===== config.mk =====
export PLATFORM = sky130hd
export DESIGN_NAME = ls_shift_deserializer_flat
export DESIGN_NICKNAME = d
export VERILOG_FILES = /design/src/rtl/ls_shift_deserializer_if.sv /design/src/rtl/ls_shift_deserializer.sv /design/src/flat_wrapper.sv
export SDC_FILE = /design/constraint.sdc
export NUM_CORES = 1
export LEC_CHECK = 0
export ABC_AREA = 1
export BUFFER_PORTS_ARGS = -buffer_cell sky130_fd_sc_hd__clkbuf_2
export CORE_UTILIZATION = 27
export CTS_BUF_LIST = sky130_fd_sc_hd__clkbuf_16
export DETAILED_ROUTE_END_ITERATION = 10
export PLACE_DENSITY = 0.57
export SLEW_MARGIN = 20
export SYNTH_ARGS = -nofsm -noshare
export SYNTH_HDL_FRONTEND = slang
export SYNTH_SLANG_ARGS = --single-unit

===== constraint.sdc =====
create_clock -name CK -period 3.15 [get_ports CK]
set_input_delay 0.63 -clock CK [delete_from_list [all_inputs] [get_ports CK]]
set_output_delay 0.63 -clock CK [all_outputs]
set_load 0.02 [all_outputs]

===== src/rtl/ls_shift_deserializer_if.sv =====
// ---------------------------------------------------------------------------
// ls_shift_deserializer_if
//
// Groups the serial input side and the parallel output handshake of
// ls_shift_deserializer into one bundle. CK and CLR are kept as plain ports
// on the module itself.
//
// Signals:
//   SI, SEN, DIR, SYNC  serial data, shift enable, direction, frame restart
//   P, BUSY             live shift register and frame-in-progress flag
//   Q, Q_VALID, Q_READY holding register and its valid/ready handshake
//   OVR, OVR_CLR        sticky overrun flag and its synchronous clear
//   Q_PERR              parity error flag travelling with Q
//
// Modports:
//   master  the producer/consumer environment (drives SI..OVR_CLR)
//   slave   the deserializer itself
// ---------------------------------------------------------------------------
interface ls_shift_deserializer_if #(
  parameter int WIDTH = 8
);
  logic             SI;
  logic             SEN;
  logic             DIR;
  logic             SYNC;
  logic [WIDTH-1:0] P;
  logic             BUSY;
  logic [WIDTH-1:0] Q;
  logic             Q_VALID;
  logic             Q_READY;
  logic             OVR;
  logic             OVR_CLR;
  logic             Q_PERR;

  modport master (
    output SI, SEN, DIR, SYNC, Q_READY, OVR_CLR,
    input  P, BUSY, Q, Q_VALID, OVR, Q_PERR
  );

  modport slave (
    input  SI, SEN, DIR, SYNC, Q_READY, OVR_CLR,
    output P, BUSY, Q, Q_VALID, OVR, Q_PERR
  );
endinterface


===== src/rtl/ls_shift_deserializer.sv =====
// ---------------------------------------------------------------------------
// ls_shift_deserializer
//
// Serial-in / parallel-out shift register. Bits arriving on SI (sampled when
// SEN is high) are assembled into WIDTH-bit words in either direction. Each
// completed word is moved into a holding register Q that is offered to the
// consumer with a valid/ready handshake; a frame that completes while Q is
// still occupied and not being taken raises the sticky OVR flag.
//
// Ports:
//   CK        clock, rising edge
//   CLR       asynchronous active-high reset
//   bus       ls_shift_deserializer_if.slave (see interface for signals)
//
// Optional build macro:
//   LS_DESER_PARITY_CHK_EN  each frame carries one extra even-parity bit
//                           after the data bits; Q_PERR reports a mismatch.
//                           Undefined: frames are WIDTH bits, Q_PERR = 0.
//
// Handshake: Q_VALID high means Q holds an unconsumed word. The word is
// taken on a rising CK edge where Q_VALID && Q_READY. Q never changes while
// Q_VALID is high and the word has not been taken, except when a new frame
// completes on the very edge the old one is taken (back-to-back transfer).
// ---------------------------------------------------------------------------
module ls_shift_deserializer #(
  parameter int WIDTH = 8
) (
  input  logic                     CK,
  input  logic                     CLR,
  ls_shift_deserializer_if.slave   bus
);

`ifdef LS_DESER_PARITY_CHK_EN
  localparam int FRAME_LEN = WIDTH + 1;
`else
  localparam int FRAME_LEN = WIDTH;
`endif
  localparam int CNT_W = $clog2(FRAME_LEN + 1);
  localparam logic [CNT_W-1:0] LAST_BIT = CNT_W'(FRAME_LEN - 1);

  logic [WIDTH-1:0] p_q, p_d;
  logic [CNT_W-1:0] cnt_q, cnt_d;
  logic             dir_q, dir_d;
  logic             busy_q;
  logic [WIDTH-1:0] q_q;
  logic             q_valid_q;
  logic             ovr_q;
  logic             perr_q;

  logic [WIDTH-1:0] base_p;
  logic [WIDTH-1:0] shifted;
  logic [WIDTH-1:0] word;
  logic             new_frame;
  logic             eff_dir;
  logic             frame_end;
  logic             ovr_set;
  logic             load_q;
  logic             perr_word;

  // --------------------------------------------------------------------
  // Shift path
  // --------------------------------------------------------------------
  always_comb begin
    // SYNC restarts the frame: the bit shifted on this edge (if any) is
    // bit 0 of a fresh frame and uses the DIR value presented now.
    new_frame = bus.SYNC || (cnt_q == '0);
    base_p    = bus.SYNC ? '0 : p_q;
    eff_dir   = new_frame ? bus.DIR : dir_q;
    shifted   = eff_dir ? {base_p[WIDTH-2:0], bus.SI}
                        : {bus.SI, base_p[WIDTH-1:1]};
    frame_end = bus.SEN && !bus.SYNC && (cnt_q == LAST_BIT);

    p_d   = p_q;
    cnt_d = cnt_q;
    dir_d = dir_q;

    if (bus.SEN) begin
`ifdef LS_DESER_PARITY_CHK_EN
      // The trailing parity bit is checked but never shifted into P.
      if (!frame_end) begin
        p_d = shifted;
      end
`else
      p_d = shifted;
`endif
      if (frame_end) begin
        cnt_d = '0;
      end else if (bus.SYNC) begin
        cnt_d = CNT_W'(1);
      end else begin
        cnt_d = cnt_q + CNT_W'(1);
      end
      if (new_frame) begin
        dir_d = bus.DIR;
      end
    end else if (bus.SYNC) begin
      p_d   = '0;
      cnt_d = '0;
    end
  end

  // Completed word and its parity status on a frame-end edge.
  always_comb begin
`ifdef LS_DESER_PARITY_CHK_EN
    word      = p_q;
    perr_word = (^p_q) ^ bus.SI;
`else
    word      = shifted;
    perr_word = 1'b0;
`endif
  end

  // --------------------------------------------------------------------
  // Holding register / handshake
  // --------------------------------------------------------------------
  always_comb begin
    // Overrun only when the occupied word is not being taken this edge;
    // a simultaneous take-and-refill is a normal transfer.
    ovr_set = frame_end && q_valid_q && !bus.Q_READY;
    load_q  = frame_end && !ovr_set;
  end

  always_ff @(posedge CK or posedge CLR) begin
    if (CLR) begin
      p_q    <= '0;
      cnt_q  <= '0;
      dir_q  <= 1'b0;
      busy_q <= 1'b0;
    end else begin
      p_q    <= p_d;
      cnt_q  <= cnt_d;
      dir_q  <= dir_d;
      busy_q <= (cnt_d != '0);
    end
  end

  always_ff @(posedge CK or posedge CLR) begin
    if (CLR) begin
      q_q       <= '0;
      q_valid_q <= 1'b0;
      perr_q    <= 1'b0;
    end else begin
      if (load_q) begin
        q_q    <= word;
        perr_q <= perr_word;
      end
      if (frame_end) begin
        q_valid_q <= 1'b1;
      end else if (q_valid_q && bus.Q_READY) begin
        q_valid_q <= 1'b0;
      end
    end
  end

  // Set has priority over clear so an overrun is never lost.
  always_ff @(posedge CK or posedge CLR) begin
    if (CLR) begin
      ovr_q <= 1'b0;
    end else if (ovr_set) begin
      ovr_q <= 1'b1;
    end else if (bus.OVR_CLR) begin
      ovr_q <= 1'b0;
    end
  end

  assign bus.P       = p_q;
  assign bus.BUSY    = busy_q;
  assign bus.Q       = q_q;
  assign bus.Q_VALID = q_valid_q;
  assign bus.OVR     = ovr_q;
`ifdef LS_DESER_PARITY_CHK_EN
  assign bus.Q_PERR  = perr_q;
`else
  assign bus.Q_PERR  = 1'b0;
`endif

endmodule

===== src/flat_wrapper.sv =====
// flat-port wrapper written by rule: the top's interface ports become plain ports
module ls_shift_deserializer_flat 
#(
  parameter int WIDTH = 8
)
  (CK, CLR, bus_SI, bus_SEN, bus_DIR, bus_SYNC, bus_Q_READY, bus_OVR_CLR, bus_P, bus_BUSY, bus_Q, bus_Q_VALID, bus_OVR, bus_Q_PERR);
  ls_shift_deserializer_if #(.WIDTH(WIDTH)) bus_i ();
  input  logic CK;
  input  logic CLR;
  input wire logic [$bits(bus_i.SI)-1:0] bus_SI;
  input wire logic [$bits(bus_i.SEN)-1:0] bus_SEN;
  input wire logic [$bits(bus_i.DIR)-1:0] bus_DIR;
  input wire logic [$bits(bus_i.SYNC)-1:0] bus_SYNC;
  input wire logic [$bits(bus_i.Q_READY)-1:0] bus_Q_READY;
  input wire logic [$bits(bus_i.OVR_CLR)-1:0] bus_OVR_CLR;
  output wire logic [$bits(bus_i.P)-1:0] bus_P;
  output wire logic [$bits(bus_i.BUSY)-1:0] bus_BUSY;
  output wire logic [$bits(bus_i.Q)-1:0] bus_Q;
  output wire logic [$bits(bus_i.Q_VALID)-1:0] bus_Q_VALID;
  output wire logic [$bits(bus_i.OVR)-1:0] bus_OVR;
  output wire logic [$bits(bus_i.Q_PERR)-1:0] bus_Q_PERR;
  assign bus_i.SI = bus_SI;
  assign bus_i.SEN = bus_SEN;
  assign bus_i.DIR = bus_DIR;
  assign bus_i.SYNC = bus_SYNC;
  assign bus_i.Q_READY = bus_Q_READY;
  assign bus_i.OVR_CLR = bus_OVR_CLR;
  assign bus_P = bus_i.P;
  assign bus_BUSY = bus_i.BUSY;
  assign bus_Q = bus_i.Q;
  assign bus_Q_VALID = bus_i.Q_VALID;
  assign bus_OVR = bus_i.OVR;
  assign bus_Q_PERR = bus_i.Q_PERR;
  ls_shift_deserializer #(.WIDTH(WIDTH)) u_core (.CK(CK), .CLR(CLR), .bus(bus_i));
endmodule

==> out/metrics.cfg, run 1 <==
[clocking]
cts_made_buffers = 3
htreeDepth = 1
clk_pin_slew_ns = 0.06
root_buffer = clkbuf_16
cts_hold_buf = 0
clock_path_buffers = 2
cts_sinks = 24
cts_resized = 0
tritoncts = yes
clock_latency_ns = 0.26
post-cts-setup-buffers = 0

[floorplan]
initial_core_util = 0.287
ios = 28
die_h_um = 70.7
num_rows = 24
core_um2 = 4440
die_x_um = 70.7
die_area_um2 = 5000

[place]
port_buffers = 26
dp_hpwl_um = 2080
finalWeightedCongestion = 0.835
dpl.cell_count = 233

[final_layout]
final_cell_mix = nand2_1 (45), nand3_1 (45), clkbuf_2 (26)
antenna_cells = 0
instances_no_fill = 237
final_nets = 196
seq_area_um2 = 601
multi_input_area_um2 = 581
nFillCells = 483
area_growth_pct = 21.8
drive_gt1_frac = 0.232

[synthesis]
yosysUniqueCellTypes = 21
ys_top_cells_by_area = dfrtp_1 (47%), nand3_1 (18%), nand2_1 (13%), inv_1 (4.4%), nand3_2 (3.1%)
yosys.area.top_type = dfrtp_1
syn-mean-instance-area_um2 = 8.01
synth-seq-cells = 24
yosysWarnings = 0
netlist_area_um2 = 1270
synthCells = 159
synth_top_area_frac = 0.472
yosysSeqAreaShare = 0.472
synth_nets = 169

[power_and_ir_drop]
power_density_nw_per_um2 = 553
leakage_nw = 0.875
ir_drop_mv = 0.210

[sta]
setup_viol = 0
fin_crit_sh = 0.500
maxSlewViolCount = 0
hold_ws_ns = 0.486
hold_viol = 0
max_freq_ghz = 0.635
fin_skew_ns = 0.00278
max-slew-margin-rel = 0.380
worst_pin_slew_ns = 0.929
min_period_ns = 1.57
setup_tns_ns = 0
rsz0062_at_grt = no

[setup_path]
crit_family = simple AND/OR/NAND/NOR gates
cp_max_fo = 22
crit_slowest_cell = inv_2
cp-startpoint = bus_SYNC
slowest_delay_ns = 0.29
crit_required_ns = 3.30
arrival_ns = 1.72
start_kind = input port
path_buf_inv = 2
cp-end-kind = register
crit_path_cell_trace = clkbuf_2 -> inv_2 -> nand2_1 -> nand3_2 -> nand3_1 -> nand3_1 -> nand2_1
crit_type = input port to register
reg2reg_from = u_core.cnt_q[0]$_DFF_PP0_

[drt]
drc = 4
first_pass_iters = 7
viasPerCell = 4.81
postRouteAntennaNets = 0
wl_per_cell_um = 12.2
totalWireLength_um = 2890
drt_iter0_drc = 62
via_count = 1139

[grt]
grt_max_degree = 25
grt_pass1_vias = 1098
grt_util_all_layers = 0.131
antenna_found_initial = 0
overflow = 0
grt_pass1_wl_um = 5090

[hold_path]
min_from = u_core.bus.Q[5]$_DFFE_PP0P_
min_path_type = register to register

[status]
violations = DRC
status = finished with violations

[job]
cap_violations = 0

final timing paths:
kind	endpoint	slack (ns)	depth (start not counted)
max	u_core.bus.Q[4]$_DFFE_PP0P_	1.58	7
min	u_core.bus.Q[5]$_DFFE_PP0P_	0.49	2
max reg2reg	u_core.bus.Q[4]$_DFFE_PP0P_	1.66	8
min reg2reg	u_core.bus.Q[5]$_DFFE_PP0P_	0.49	2
max in group asynchronous	u_core.bus.P[7]$_DFF_PP0_	2.03	2
min in group asynchronous	u_core.bus.Q[1]$_DFFE_PP0P_	0.55	2
synthesized netlist by cell type:
master and number:
o21ai_2 1, ha_1 2, dfrtp_1 24, inv_2 2, o21ai_0 1, xor2_1 1
inv_4 1, o22ai_1 1, nor2_1 5, clkbuf_1 2, nand2_4 1, inv_1 15
nor2_2 1, conb_1 1, nor2_8 1, nand2_1 45, nand3_2 4, a21oi_1 2
nor2_4 2, nand3_1 45, buf_4 2
stage by stage:
stage / util / setup slack, ns / power [mW] / instance area, µm²
final: 0.349 / 1.58 / 0.857 / 1550
after global routing: 0.349 / 1.44 / 0.901 / 1550
after CTS: 0.349 / 1.61 / 0.868 / 1550
after detailed placement: 0.325 / 1.34 / 0.503 / 1450
after global placement: 0.325 / 1.33 / 0.501 / 1450
after floorplan: - / 1.85 / 0.458 / 1270
flip-flops by register name, summed over array words and instances (netlist names):
name,cells
u_core.cnt_q,4
u_core.dir_q,1
u_core.bus.Q,8
u_core.bus.OVR,1
u_core.bus.BUSY,1
u_core.bus.P,8
u_core.bus.Q_VALID,1
logic make-up (layout without fill, tap and decap cells):
logic type	Yosys count	in the layout	share of synthesized area
compound gates	5	5	0.0236
xor+xnor	1	1	0.00688
fa+ha+maj	2	2	0.0196
buf+inv	22	48	0.0727
flops	24	24	0.472
other cells	1	1	0.00294
simple gates	104	104	0.403
final cells by class:
class                           count  share of cell area
Inverter                           18              0.0452
Timing Repair Buffer               26              0.0839
Multi-Input combinational cell    113               0.374
Sequential cell                    24               0.387
Tap cell                           52              0.0419
Clock inverter                      1              0.0194
Clock buffer                        3              0.0484
metal layers:
metal,vias up,wire length (µm),track usage
met5,-,0,0
met4,0,92,0.0800
met3,9,175,0.0271
met2,45,1280,0.191
met1,514,1340,0.177
li1,571,-,-
report_power, final:
group          switching (mW)  internal [mW]  leakage, nW
sequential             0.0174          0.331        0.322
combinational           0.103         0.0456        0.502
clock                   0.108          0.253       0.0511
total                   0.229          0.629        0.875
tightest hold or removal path, delay by kind of cell, from the launching register on:
family	cells	cell delay (ns)
DFF	1	0.34
and+or+nand+nor	2	0.11
Power figures use the tool's default switching activity.
==> inputs of run 2 (changes only) <==
Settings changed: ABC_AREA 1 to 0, PLACE_DENSITY 0.57 to 0.58.
Clock period 3.15 ns to 1.52 ns, I/O delays scaled along.
==> out/metrics.cfg, run 2 <==
[status]
status = finished with violations
violations = setup timing

[grt]
antenna_found_initial = 0  ; unchanged
grt_pass1_vias = 1117  ; +1.7%
grt_max_degree = 25  ; unchanged
grt_util_all_layers = 0.139  ; +0.00872
grt_pass1_wl_um = 5350  ; +5.3%
overflow = 0  ; unchanged

[synthesis]
yosysUniqueCellTypes = 32  ; +52%
synthCells = 123  ; -23%
synth_top_area_frac = 0.490  ; +0.0183
yosysMostFrequentCell = dfrtp_1
yosys.area.top_type = dfrtp_1
yosysSeqAreaShare = 0.490  ; +0.0183
synth-edff-count = 0  ; unchanged
synth_commonest_cells = dfrtp_1 (24), nor2_1 (20), nand2_1 (14)
syn-mean-instance-area_um2 = 9.97  ; +24%
netlist_area_um2 = 1230  ; -3.7%
synth-main-ff-cell = dfrtp_1
synth_nets = 133  ; -21%
yosysWarnings = 0  ; unchanged
synthArstFlopShare = 1.00  ; unchanged
ys_top_cells_by_area = dfrtp_1 (49%), a311oi_2 (7.3%), nor2_1 (6.1%), nand2_1 (4.3%), a31oi_1 (4.1%)
synth-seq-cells = 24  ; unchanged

[place]
finalWeightedCongestion = 0.749  ; -10%
dp_hpwl_um = 2120  ; +1.9%
dpl.cell_count = 203  ; -13%
port_buffers = 26  ; unchanged

[setup_path]
crit_path_cell_trace = buf_6 -> buf_6 -> buf_6 -> nand4_1 -> mux2i_2 -> a21oi_1 -> or3_1
crit_family = simple AND/OR/NAND/NOR gates
cp_max_fo = 3  ; -86%
cpMostUsedCell = buf_6
arrival_ns = 1.78  ; +0.06 ns
path_buf_inv = 3  ; +1
start_kind = register
crit_slowest_cell = dfrtp_1
slowest_delay_ns = 0.40  ; +0.11 ns
cp-end-kind = register
crit_required_ns = 1.65  ; -1.65 ns
crit_type = register to register

[power_and_ir_drop]
p_seq_frac = 0.424  ; +0.018
p_switching_uw = 486  ; +110%
clkPwrFrac = 0.335  ; -0.086
switching_share = 0.287  ; +0.0202
internal_power_mw = 1.21  ; +92%
leakage_nw = 0.798  ; -8.7%
power_density_nw_per_um2 = 985  ; +78%
ir_drop_mv = 0.370  ; +77%
power_mw = 1.69  ; +98%
share_comb_of_total_power = 0.241  ; +0.068

[drt]
postRouteAntennaNets = 0  ; unchanged
wl_per_cell_um = 14.7  ; +21%
drc = 0  ; -4
totalWireLength_um = 3170  ; +9.6%
via_count = 1068  ; -6.2%
first_pass_iters = 4  ; -3
viasPerCell = 4.97  ; +3.4%
drt_iter0_drc = 34  ; -45%

[job]
cap_violations = 0  ; unchanged

[sta]
hold_viol = 0  ; unchanged
hold_ws_ns = 0.0699  ; -0.416 ns
fin_skew_ns = 0.00357  ; +0.000795 ns
max_freq_ghz = 0.607
setup_viol = 12  ; +12
min_period_ns = 1.65
fin_crit_sh = 1.08
maxSlewViolCount = 0  ; unchanged
fin_ws_ns = -0.128  ; -1.70 ns
rsz0062_at_grt = yes

[floorplan]
core_um2 = 4350  ; -2.0%
die_h_um = 69.4  ; -1.8%
num_rows = 24  ; unchanged
die_x_um = 69.4  ; -1.8%
initial_core_util = 0.282  ; -0.00499
die_area_um2 = 4810  ; -3.6%
ios = 28  ; unchanged

[clocking]
cts_sinks = 24  ; unchanged
htreeDepth = 1  ; unchanged
root_buffer = clkbuf_16
clk_pin_slew_ns = 0.06  ; about the same
cts_made_buffers = 3  ; unchanged
clock_latency_ns = 0.25  ; about the same
clock_path_buffers = 2  ; unchanged
tritoncts = yes

[hold_path]
min_path_type = input port to asynchronous set/reset pin

[final_layout]
antenna_cells = 0  ; unchanged
final_cell_mix = clkbuf_2 (26), dfrtp_1 (24), nor2_1 (20)
final_common_cell = clkbuf_2
final_nets = 174  ; -11%
drive_gt1_frac = 0.503  ; +0.271
instances_no_fill = 215  ; -9.3%
area_growth_pct = 40.2

run 2: cells by family after synthesis:
kind of cell	Yosys count	synth area share
other cells	1	0.00306
xor+xnor	1	0.00714
simple gates	53	0.218
mux	2	0.0163
flops	24	0.490
compound gates	25	0.180
fa+ha+maj	2	0.0204
buf+inv	15	0.0653
run 2: power by group through the flow:
stage                     Combinational, mW  Sequential, mW  Clock [mW]
after detailed placement              0.308           0.727           0
after global routing                  0.445           0.725       0.627
final                                 0.408           0.719       0.567
after global placement                0.299           0.725           0
after floorplan                       0.171           0.761           0
after CTS                             0.357           0.715       0.589
run 2: cell type report:
cell class | count | area [µm²]
clock buffer | 3 | 75.1
clock inverter | 1 | 3.75
fill | 417 | 2640
inverter | 6 | 22.5
multi-input combinational | 85 | 672
sequential | 24 | 601
tap | 52 | 65.1
timing repair buffer | 44 | 280
run 2: stage by stage:
stage	utilization	setup TNS (ns)	instance area [µm²]	setup WS (ns)
floorplan	-	0	1230	0.00825
global placement	0.334	-2.40	1450	-0.176
detailed placement	0.334	-2.83	1450	-0.226
CTS	0.371	-0.457	1610	-0.0645
global route	0.395	-2.24	1720	-0.190
finish	0.395	-0.961	1720	-0.128
run 2: path summary, 6_finish.rpt:
path / start / endpoint / slack, ns / depth (start not counted)
setup reg to reg: u_core.cnt_q[0]$_DFF_PP0_ / u_core.bus.BUSY$_DFF_PP0_ / -0.13 / 7
hold / removal: CLR / u_core.bus.P[5]$_DFF_PP0_ / 0.07 / 3
max in group asynchronous: CLR / u_core.cnt_q[0]$_DFF_PP0_ / 1.21 / 3
min in group CK: bus_OVR_CLR / u_core.bus.OVR$_DFFE_PP0P_ / 0.24 / 2
setup / recovery: u_core.cnt_q[0]$_DFF_PP0_ / u_core.bus.BUSY$_DFF_PP0_ / -0.13 / 7
hold reg to reg: u_core.bus.OVR$_DFFE_PP0P_ / u_core.bus.OVR$_DFFE_PP0P_ / 0.54 / 2
run 2: routing by layer:
metal	share of wire	global-route usage	routed length (µm)
met1	0.43	0.169	1370
met2	0.53	0.251	1680
met5	0	0	0
met4	0.0085	0.0385	27
met3	0.029	0.0247	91
run 2: timing repair:
item	in CTS	in global routing
setup buffers	3	4
gates resized for setup	10	22
pin swaps	17	23
hold endpoints to repair	0	0
gates cloned	1	0
hold buffers	0	0
setup endpoints to repair	17	17
run 2: tightest hold or removal path, delay by kind of cell:
kind / cells / cell delay, ns
buf+inv: 3 / 0.42
